<file path="src/rtl/ex_stage_pkg.sv">
// ex_stage_pkg: ALU op encodings, bundle width defaults, flag indices and forwarding helper
package ex_stage_pkg;
  localparam int WB_SIZE = 4;
  localparam int MEM_SIZE = 6;
  localparam int EX_SIZE = 3;
  localparam int FLAG_C = 2;
  localparam int FLAG_N = 1;
  localparam int FLAG_Z = 0;
  typedef enum logic [2:0] {
    OP_NOP = 3'b000,
    OP_ADD = 3'b001,
    OP_SUB = 3'b010,
    OP_AND = 3'b011,
    OP_OR  = 3'b100,
    OP_NOT = 3'b101,
    OP_INC = 3'b110,
    OP_MOV = 3'b111
  } alu_op_e;
  function automatic logic [15:0] fwd_sel(
    input logic [2:0] src,
    input logic [15:0] rf,
    input logic mem_we,
    input logic [2:0] mem_rd,
    input logic [15:0] mem_v,
    input logic wb_we,
    input logic [2:0] wb_rd,
    input logic [15:0] wb_v
  );
    return (mem_we && mem_rd == src) ? mem_v : (wb_we && wb_rd == src) ? wb_v : rf;
  endfunction
endpackage

</file>
<file path="src/rtl/ex_stage_alu_core.sv">
// alu_core: 16-bit ALU producing result and C/N/Z from operands, op and current carry
module alu_core
  import ex_stage_pkg::*;
(
  input  logic [15:0] a,
  input  logic [15:0] b,
  input  alu_op_e     op,
  input  logic        c_in,
  output logic [15:0] result,
  output logic        c,
  output logic        n,
  output logic        z
);
  logic [16:0] sum, inc;
  assign sum = {1'b0, a} + {1'b0, b};
  assign inc = {1'b0, a} + 17'd1;
  always_comb begin
    result = a;
    c = c_in;
    case (op)
      OP_ADD: {c, result} = sum;
      OP_SUB: begin
        result = a - b;
        c = a < b;
      end
      OP_AND: result = a & b;
      OP_OR:  result = a | b;
      OP_NOT: result = ~a;
      OP_INC: {c, result} = inc;
      OP_MOV: result = b;
      default: ;
    endcase
  end
  assign n = result[15];
  assign z = result == 16'd0;
endmodule

</file>
<file path="src/rtl/ex_stage.sv">
// ex_stage: execute stage with operand forwarding, ALU, CCR with shadow save/restore, EX/MEM register
module ex_stage
  import ex_stage_pkg::*;
#(
  parameter int WbSize = WB_SIZE,
  parameter int MemSize = MEM_SIZE,
  parameter int ExSize = EX_SIZE
) (
  input  logic               clk,
  input  logic               rst,
  input  logic               enable,
  input  logic               flush,
  input  logic [WbSize-1:0]  i_WB,
  input  logic [MemSize-1:0] i_Mem,
  input  logic [ExSize-1:0]  i_Ex,
  input  logic               i_chg_flag,
  input  logic               i_immd_sel,
  input  logic [31:0]        i_pc,
  input  logic [2:0]         i_Rsrc1,
  input  logic [2:0]         i_Rsrc2,
  input  logic [2:0]         i_Rdst,
  input  logic [15:0]        i_immd,
  input  logic [15:0]        i_read_data1,
  input  logic [15:0]        i_read_data2,
  input  logic               mem_regwrite,
  input  logic [2:0]         mem_rdst,
  input  logic [15:0]        mem_result,
  input  logic               wb_regwrite,
  input  logic [2:0]         wb_rdst,
  input  logic [15:0]        wb_data,
  input  logic               flag_save,
  input  logic               flag_restore,
  output logic [WbSize-1:0]  o_WB,
  output logic [MemSize-1:0] o_Mem,
  output logic [15:0]        o_result,
  output logic [15:0]        o_store_data,
  output logic [2:0]         o_Rdst,
  output logic [31:0]        o_pc,
  output logic [2:0]         o_flags
);
  logic [15:0] op_a, op_r2, op_b, alu_res;
  logic [2:0] ccr, shadow, alu_flags;
  logic upd;
  alu_op_e op;
  assign op = alu_op_e'(i_Ex[2:0]);
  assign op_a = fwd_sel(i_Rsrc1, i_read_data1, mem_regwrite, mem_rdst, mem_result, wb_regwrite, wb_rdst, wb_data);
  assign op_r2 = fwd_sel(i_Rsrc2, i_read_data2, mem_regwrite, mem_rdst, mem_result, wb_regwrite, wb_rdst, wb_data);
  assign op_b = i_immd_sel ? i_immd : op_r2;
  alu_core u_alu (
    .a(op_a),
    .b(op_b),
    .op(op),
    .c_in(ccr[FLAG_C]),
    .result(alu_res),
    .c(alu_flags[FLAG_C]),
    .n(alu_flags[FLAG_N]),
    .z(alu_flags[FLAG_Z])
  );
  assign upd = enable && !flush && i_chg_flag && op != OP_NOP;
  assign o_flags = ccr;
  always_ff @(posedge clk or posedge rst) begin
    if (rst) begin
      o_WB <= '0;
      o_Mem <= '0;
      o_result <= '0;
      o_store_data <= '0;
      o_Rdst <= '0;
      o_pc <= '0;
      ccr <= '0;
      shadow <= '0;
    end else begin
      if (flush) begin
        o_WB <= '0;
        o_Mem <= '0;
      end else if (enable) begin
        o_WB <= i_WB;
        o_Mem <= i_Mem;
        o_result <= alu_res;
        o_store_data <= op_r2;
        o_Rdst <= i_Rdst;
        o_pc <= i_pc;
      end
      // restore beats the ALU; save reads the pre-edge CCR, so save+restore swaps
      if (flag_restore) ccr <= shadow;
      else if (upd) ccr <= alu_flags;
      if (flag_save) shadow <= ccr;
    end
  end
endmodule

</file>
<file path="config.mk">
export PLATFORM = sky130hd
export DESIGN_NAME = ex_stage
export DESIGN_NICKNAME = d
export VERILOG_FILES = /design/src/rtl/ex_stage_pkg.sv /design/src/rtl/ex_stage_alu_core.sv /design/src/rtl/ex_stage.sv
export SDC_FILE = /design/constraint.sdc
export NUM_CORES = 1
export LEC_CHECK = 0
export CAP_MARGIN = 20
export CELL_PAD_IN_SITES_DETAIL_PLACEMENT = 2
export CELL_PAD_IN_SITES_GLOBAL_PLACEMENT = 2
export CORE_MARGIN = 5
export CORE_UTILIZATION = 40
export CTS_BUF_LIST = sky130_fd_sc_hd__clkbuf_4
export CTS_CLUSTER_SIZE = 40
export DETAILED_ROUTE_END_ITERATION = 6
export DONT_BUFFER_PORTS = 1
export PLACE_DENSITY_LB_ADDON = 0.1
export SYNTH_ARGS = -nofsm -noshare
export SYNTH_HDL_FRONTEND = slang
export SYNTH_SLANG_ARGS = --single-unit
</file>
<file path="constraint.sdc">
create_clock -name clk -period 5.4 [get_ports clk]
set_input_delay 1.08 -clock clk [delete_from_list [all_inputs] [get_ports clk]]
set_output_delay 1.08 -clock clk [all_outputs]
set_load 0.05 [all_outputs]
</file>
==> results.yml, run 1 <==
worst_hold_path:
  hp-start: "shadow[2]"
  hp-class: "reg -> reg"
detailed_routing:
  ant_nets: 0
  drcViolationCount: 0
  viasPerCell: 6.45
  num_vias: 9208
  routed_wl_um: 43900
  wl_per_cell_um: 30.8
  drtPass1Iterations: 5
  drt_iter0_drc: 521
clock_tree:
  cts_tree: "built"
  cts.sinks: 83
  root_buffer: "clkbuf_4"
  htree_levels: 3
  hold_buffers: 0
  numCtsBuffers: 9
  clock_path_buffers: 2
  clk-insertion-delay-late_ns: 0.47
  clk_pin_slew_ns: 0.18
global_routing:
  track_usage_pct: 35.7
  grt_start_max_net_pins: 90
  antenna_found_initial: 3
  grt_pass1_vias: 10271
  grt_pass1_wl_um: 61400
  grt-ovfl-total: 0
power_and_ir_drop:
  p_comb_share_pct: 42.7
  internal-power_mw: 1.46
  leakagePower_nw: 4.48
  p_switching_mw: 1.39
  clkPwrFrac_pct: 18.1
  switching_share_pct: 48.7
  power_density_nw_per_um2: 297
  power_frac_seq_pct: 39.2
  peakVddDrop_uv: 145
  power_mw: 2.85
timing:
  fin_crit_ns: 5.40
  relSlewSlack_pct: 30.7
  setup_slack_ns: -0.00326
  max_freq_mhz: 185
  finalHoldViolCount: 0
  worst_pin_slew_ns: 1.03
  fin_worst_skew_ns: 0.0105
  finalMaxSlewViolations: 0
  min_period_over_period_pct: 100
  setup_viol: 1
final_layout:
  n_fill_cell: 2202
  seq_area_um2: 2080
  fin_area_um2: 9590
  final_common_cell: "nand2_1"
  drive_gt1_share_pct: 22.2
  nNetsFinal: 1358
  area_growth_pct: 20.9
  multiInputGateArea_um2: 5580
  layout_common_cells: "nand2_1, buf_4, dfrtp_1"
logic_synthesis:
  ys_types: 95
  yosysWarnings: 0
  async_reset_ff_share_pct: 100
  synth_cells: 1053
  synth_seq_cells: 83
  synth-simple-area-share_pct: 24.9
  avgSynthCellArea_um2: 7.53
  synth-edff-count: 0
  seq_area_frac_synth_pct: 26.2
  synth-main-ff-cell: "dfrtp_1"
  synthAdderAreaFrac_pct: 8.45
  synth_top_family_by_area: "compound AO/OA/AOI/OAI gates"
  netlist_area_um2: 7930
  synth-compound-area-share_pct: 26.1
  synth_nets: 1256
  synth.area.mux_share_pct: 5.17
  synth-xor-area-share_pct: 3.06
setup_path:
  startpoint_type: "primary input"
  endpoint_kind: "flip-flop"
  arrival_ns: 5.79
  crit_fanout: 8
  critPathKind: "in -> reg"
  cp-startpoint: "i_Rsrc2[0]"
  r2r-start: "o_flags[2]"
  critPathRequiredTime_ns: 5.78
die:
  start_util_pct: 40.6
  die_h_um: 151
  die_area_um2: 22700
  coreArea_um2: 19500
  chipWidth_um: 151
  rows: 51
  ios: 230
placement:
  placed_area_um2: 9170
  hpwl_um: 32500
  gp_congestion: 0.955
  portBuffers: 0
flow_run:
  maxCapViolations: 0
run_status:
  status: "complete, but fails checks"
  violations: "setup timing"
[through the flow]
step                      util [%]  setup slack (ns)  hold slack, ns  std cells  setup TNS (ns)
after floorplan                  -            0.0374           0.450       1053               0
after global placement        47.0            -0.344           0.488       1404          -0.686
after detailed placement      47.0            -0.732           0.508       1404           -2.52
after CTS                     48.2            0.0325           0.544       1420               0
after global routing          49.1            -0.154           0.558       1427          -0.458
final                         49.1          -0.00326           0.547       1427        -0.00326
[Yosys cell counts (all sizes together), types with 8 or more instances]
library cell	count	area share (%)
nand2	237	11
dfrtp	83	26
nor2	82	3.9
o21ai	79	5.0
a21oi	70	4.6
inv	55	2.6
ha	52	8.2
clkbuf	41	1.9
mux2i	27	3.6
nand3	24	1.5
nor3	20	1.3
buf	19	1.5
a211oi	18	1.8
xnor2	18	2.0
a31oi	12	1.0
nor4	12	1.2
mux2	11	1.6
o31ai	11	1.3
nand2b	9	0.71
o22ai	9	0.71
a221oi	8	1.1
and3	8	0.69
o211ai	8	0.76
o21a	8	0.76
or3	8	0.63
xor2	8	1.1
[worst max-delay path, cell delays in order]
cell and delay, ns:
xor2_1 0.16, buf_4 0.18, nor4_2 0.43, buf_4 0.23, nand2_1 0.06, a21oi_1 0.15
a21oi_1 0.12, o21ai_0 0.30, inv_1 0.12, ha_1 0.23, buf_4 0.14, nor2b_1 0.12
o21ai_1 0.24, nand2_1 0.21, o31ai_2 0.29, nand2_1 0.11, a311oi_2 0.36, buf_4 0.18
a31o_2 0.16, nand4_1 0.13, a2111oi_2 0.24, nand4_1 0.19, o31ai_2 0.33
[timing repair]
item,CTS,global route
cloned,0,0
setup buffers,0,5
setup endpoints to repair,2,3
endpoints found under the hold margin,0,0
gates resized for setup,12,31
pin swaps,1,19
[metal layers]
metal	track usage (%)	share of wire (%)
met1	38.7	36
met3	12.1	8.8
met2	60.8	49
met4	20.7	5.8
met5	0	0.027
[logic make-up (layout without fill, tap and decap cells)]
| group | after synthesis | after routing |
|---|---|---|
| muxes | 38 | 38 |
| xor gates and xnor gates | 26 | 26 |
| buffers and inverters | 116 | 223 |
| AOI/OAI and AO/OA | 297 | 297 |
| other | 0 | 2 |
| and+or+nand+nor | 440 | 440 |
| adders and majority gates | 53 | 53 |
| DFF | 83 | 83 |
[power by group through the flow]
stage / clock network (mW) / registers (mW) / logic, mW
floorplan: 0 / 1.07 / 0.647
global placement: 0 / 1.12 / 1.05
detailed placement: 0 / 1.13 / 1.11
CTS: 0.514 / 1.11 / 1.14
global route: 0.545 / 1.12 / 1.29
finish: 0.516 / 1.12 / 1.22
[state kept, by name, summed over array words and instances, names as in the netlist]
register and cells:
o_pc 32, o_WB 4, o_result 16, o_Rdst 3, shadow 3, o_Mem 6
o_flags 3, o_store_data 16
[worst paths after layout]
path,depth (start not counted),slack [ns],end
setup reg to reg,3,4.10,o_flags[2]
min in group asynchronous,1,0.61,o_Mem[0]
setup / recovery,23,-0.003,o_flags[0]
max in group asynchronous,2,3.70,o_pc[14]
hold reg to reg,1,0.55,o_flags[2]
hold / removal,1,0.55,o_flags[2]
[layout make-up]
type / instances / area share (%)
inverters: 56 / 2.20
repair buffers: 151 / 12.5
multi-input cells: 854 / 58.1
diodes: 2 / 0.0522
flip-flops and latches: 83 / 21.7
clock inverters: 7 / 1.33
well taps: 265 / 3.46
clock buffers: 9 / 0.704
(Power assumes the default switching activity.)
==> run 2: changes to the inputs <==
Settings changed: CORE_UTILIZATION 40 to 33.
Clock period 5.4 ns to 4.65 ns, I/O delays scaled along.
==> results.yml, run 2 (same netlist as run 1, synthesis figures left out) <==
die:
  coreArea_um2: 23500
  start_util_pct: 33.7
  rows: 56
  die_h_um: 165
  ios: 230
  chipWidth_um: 165
  die_area_um2: 27200
setup_path:
  arrival_ns: 5.42
  path_buf_inv: 5
  crit_fanout: 8
  crit_end: "o_flags[0]"
  r2r-start: "o_flags[2]"
  endpoint_kind: "flip-flop"
  critPathRequiredTime_ns: 5.04
  r2r_end: "o_flags[2]"
  rr_worst_depth: 3
  slowest_delay_ns: 0.40
  startpoint_type: "primary input"
  critPathTopFamily: "compound AO/OA/AOI/OAI gates"
  worst_path_most_repeated_cell: "buf_4"
  cp_num_cells: 21
  crit_path_cell_trace: "xor2_4, buf_4, nor4_4, buf_4, a211oi_2, o31ai_2, buf_4, ha_2, a211oi_1, buf_4, buf_4, nor4_2, nor2_1, xnor2_1, nor3_1, o221a_2, a21oi_1, a211o_1, a2111oi_2, nand4_1, o31ai_2"
  cp-startpoint: "i_Rsrc2[0]"
  rrSetupSlack_ns: 3.46
  critical-path-slowest-cell: "nor4_2"
  critPathKind: "in -> reg"
final_layout:
  drive_gt1_share_pct: 30.1
  fin_area_um2: 10500
  layout_common_cells: "nand2_1, buf_4, dfrtp_1"
  area_growth_pct: 32.6
  largest_reg_flops: 32
  top_register: "o_pc"
  final_common_cell: "nand2_1"
  nNetsFinal: 1438
  largestRegisters: "o_pc x32, o_result x16, o_store_data x16"
  n_fill_cell: 2693
  stdcell_count: 1561
clock_tree:
  clock_path_buffers: 2
  cts_tree: "built"
  hold_buffers: 0
  clk_pin_slew_ns: 0.17
  htree_levels: 3
  numCtsBuffers: 9
  clk-insertion-delay-late_ns: 0.46
  root_buffer: "clkbuf_4"
  cts.sinks: 83
placement:
  dp_slack_ns: -1.27
  portBuffers: 0
  dpl.cell_count: 1524
  hpwl_um: 32800
  placed_area_um2: 9810
  gp_congestion: 0.937
run_status:
  status: "complete, but fails checks"
  violations: "setup timing"
timing:
  max_freq_mhz: 199
  finalHoldViolCount: 0
  rsz0062_at_grt: "true"
  setup_slack_ns: -0.377
  setup_viol: 1
  worst_pin_slew_ns: 1.11
  relSlewSlack_pct: 25.5
  min_period_over_period_pct: 108
  fin_crit_ns: 5.03
  finalMaxSlewViolations: 0
  whs_ns: 0.475
  fin_worst_skew_ns: 0.000242
flow_run:
  maxCapViolations: 0
power_and_ir_drop:
  leakagePower_nw: 4.89
  peakVddDrop_uv: 177
  power_density_nw_per_um2: 320
detailed_routing:
  ant_nets: 0
  viasPerCell: 5.75
  routed_wl_um: 41100
  drt_iter0_drc: 551
  drcViolationCount: 0
  drtPass1Iterations: 5
  num_vias: 8972
  wl_per_cell_um: 26.3
worst_hold_path:
  hp-class: "in -> async"
global_routing:
  track_usage_pct: 28.4
  antenna_found_initial: 1
  grt_pass1_wl_um: 58600
  grt_pass1_vias: 9770
  grt-ovfl-total: 0
  grt_start_max_net_pins: 90
-- run 2: how the worst min path moves through the flow --
| stage | slack, ns | cells past startpoint | from | end |
|---|---|---|---|---|
| after floorplan | 0.45 | 2 | shadow[1] | o_flags[1] |
| after global placement | 0.48 | 2 | shadow[1] | o_flags[1] |
| after detailed placement | 0.49 | 1 | shadow[2] | o_flags[2] |
| after CTS | 0.45 | 1 | flush | o_WB[1] |
| after global routing | 0.45 | 1 | flush | o_WB[2] |
| final | 0.47 | 1 | rst | o_pc[2] |
-- run 2: stage by stage --
step | setup TNS [ns] | power (mW) | utilization [%]
after global routing | -0.718 | 3.53 | 44.7
final | -0.377 | 3.37 | 44.7
after global placement | -7.55 | 2.60 | 41.7
after detailed placement | -9.23 | 2.66 | 41.7
after floorplan | -0.771 | 2.02 | -
after CTS | -0.287 | 3.30 | 43.5
-- run 2: power by group --
part | switching (mW) | internal (mW)
clock | 0.299 | 0.281
sequential | 0.464 | 0.822
combinational | 0.821 | 0.685
total | 1.58 | 1.79
-- run 2: layout make-up --
type	instances	area, um^2	area share (%)
sequential	83	2080	19.7
antenna	2	5.00	0.0476
inverter	56	214	2.03
timing repair buffer	231	1800	17.2
tap	319	399	3.79
multi-input combinational	854	5830	55.4
clock buffer	9	67.6	0.642
clock inverter	7	128	1.21
-- run 2: metal layers --
layer  wire length, um  GRT usage (%)  vias up
met5                 0              0        -
met4              1680           11.3        0
met3              2990           7.76       72
met2             20500           48.8      286
met1             15900           33.6     4529
li1                  -              -     4085
-- run 2: timing repair --
action	CTS	global route
setup buffers	7	12
resized for setup	38	53
pin swaps	17	23
setup endpoints to repair	10	10
gates cloned	1	0
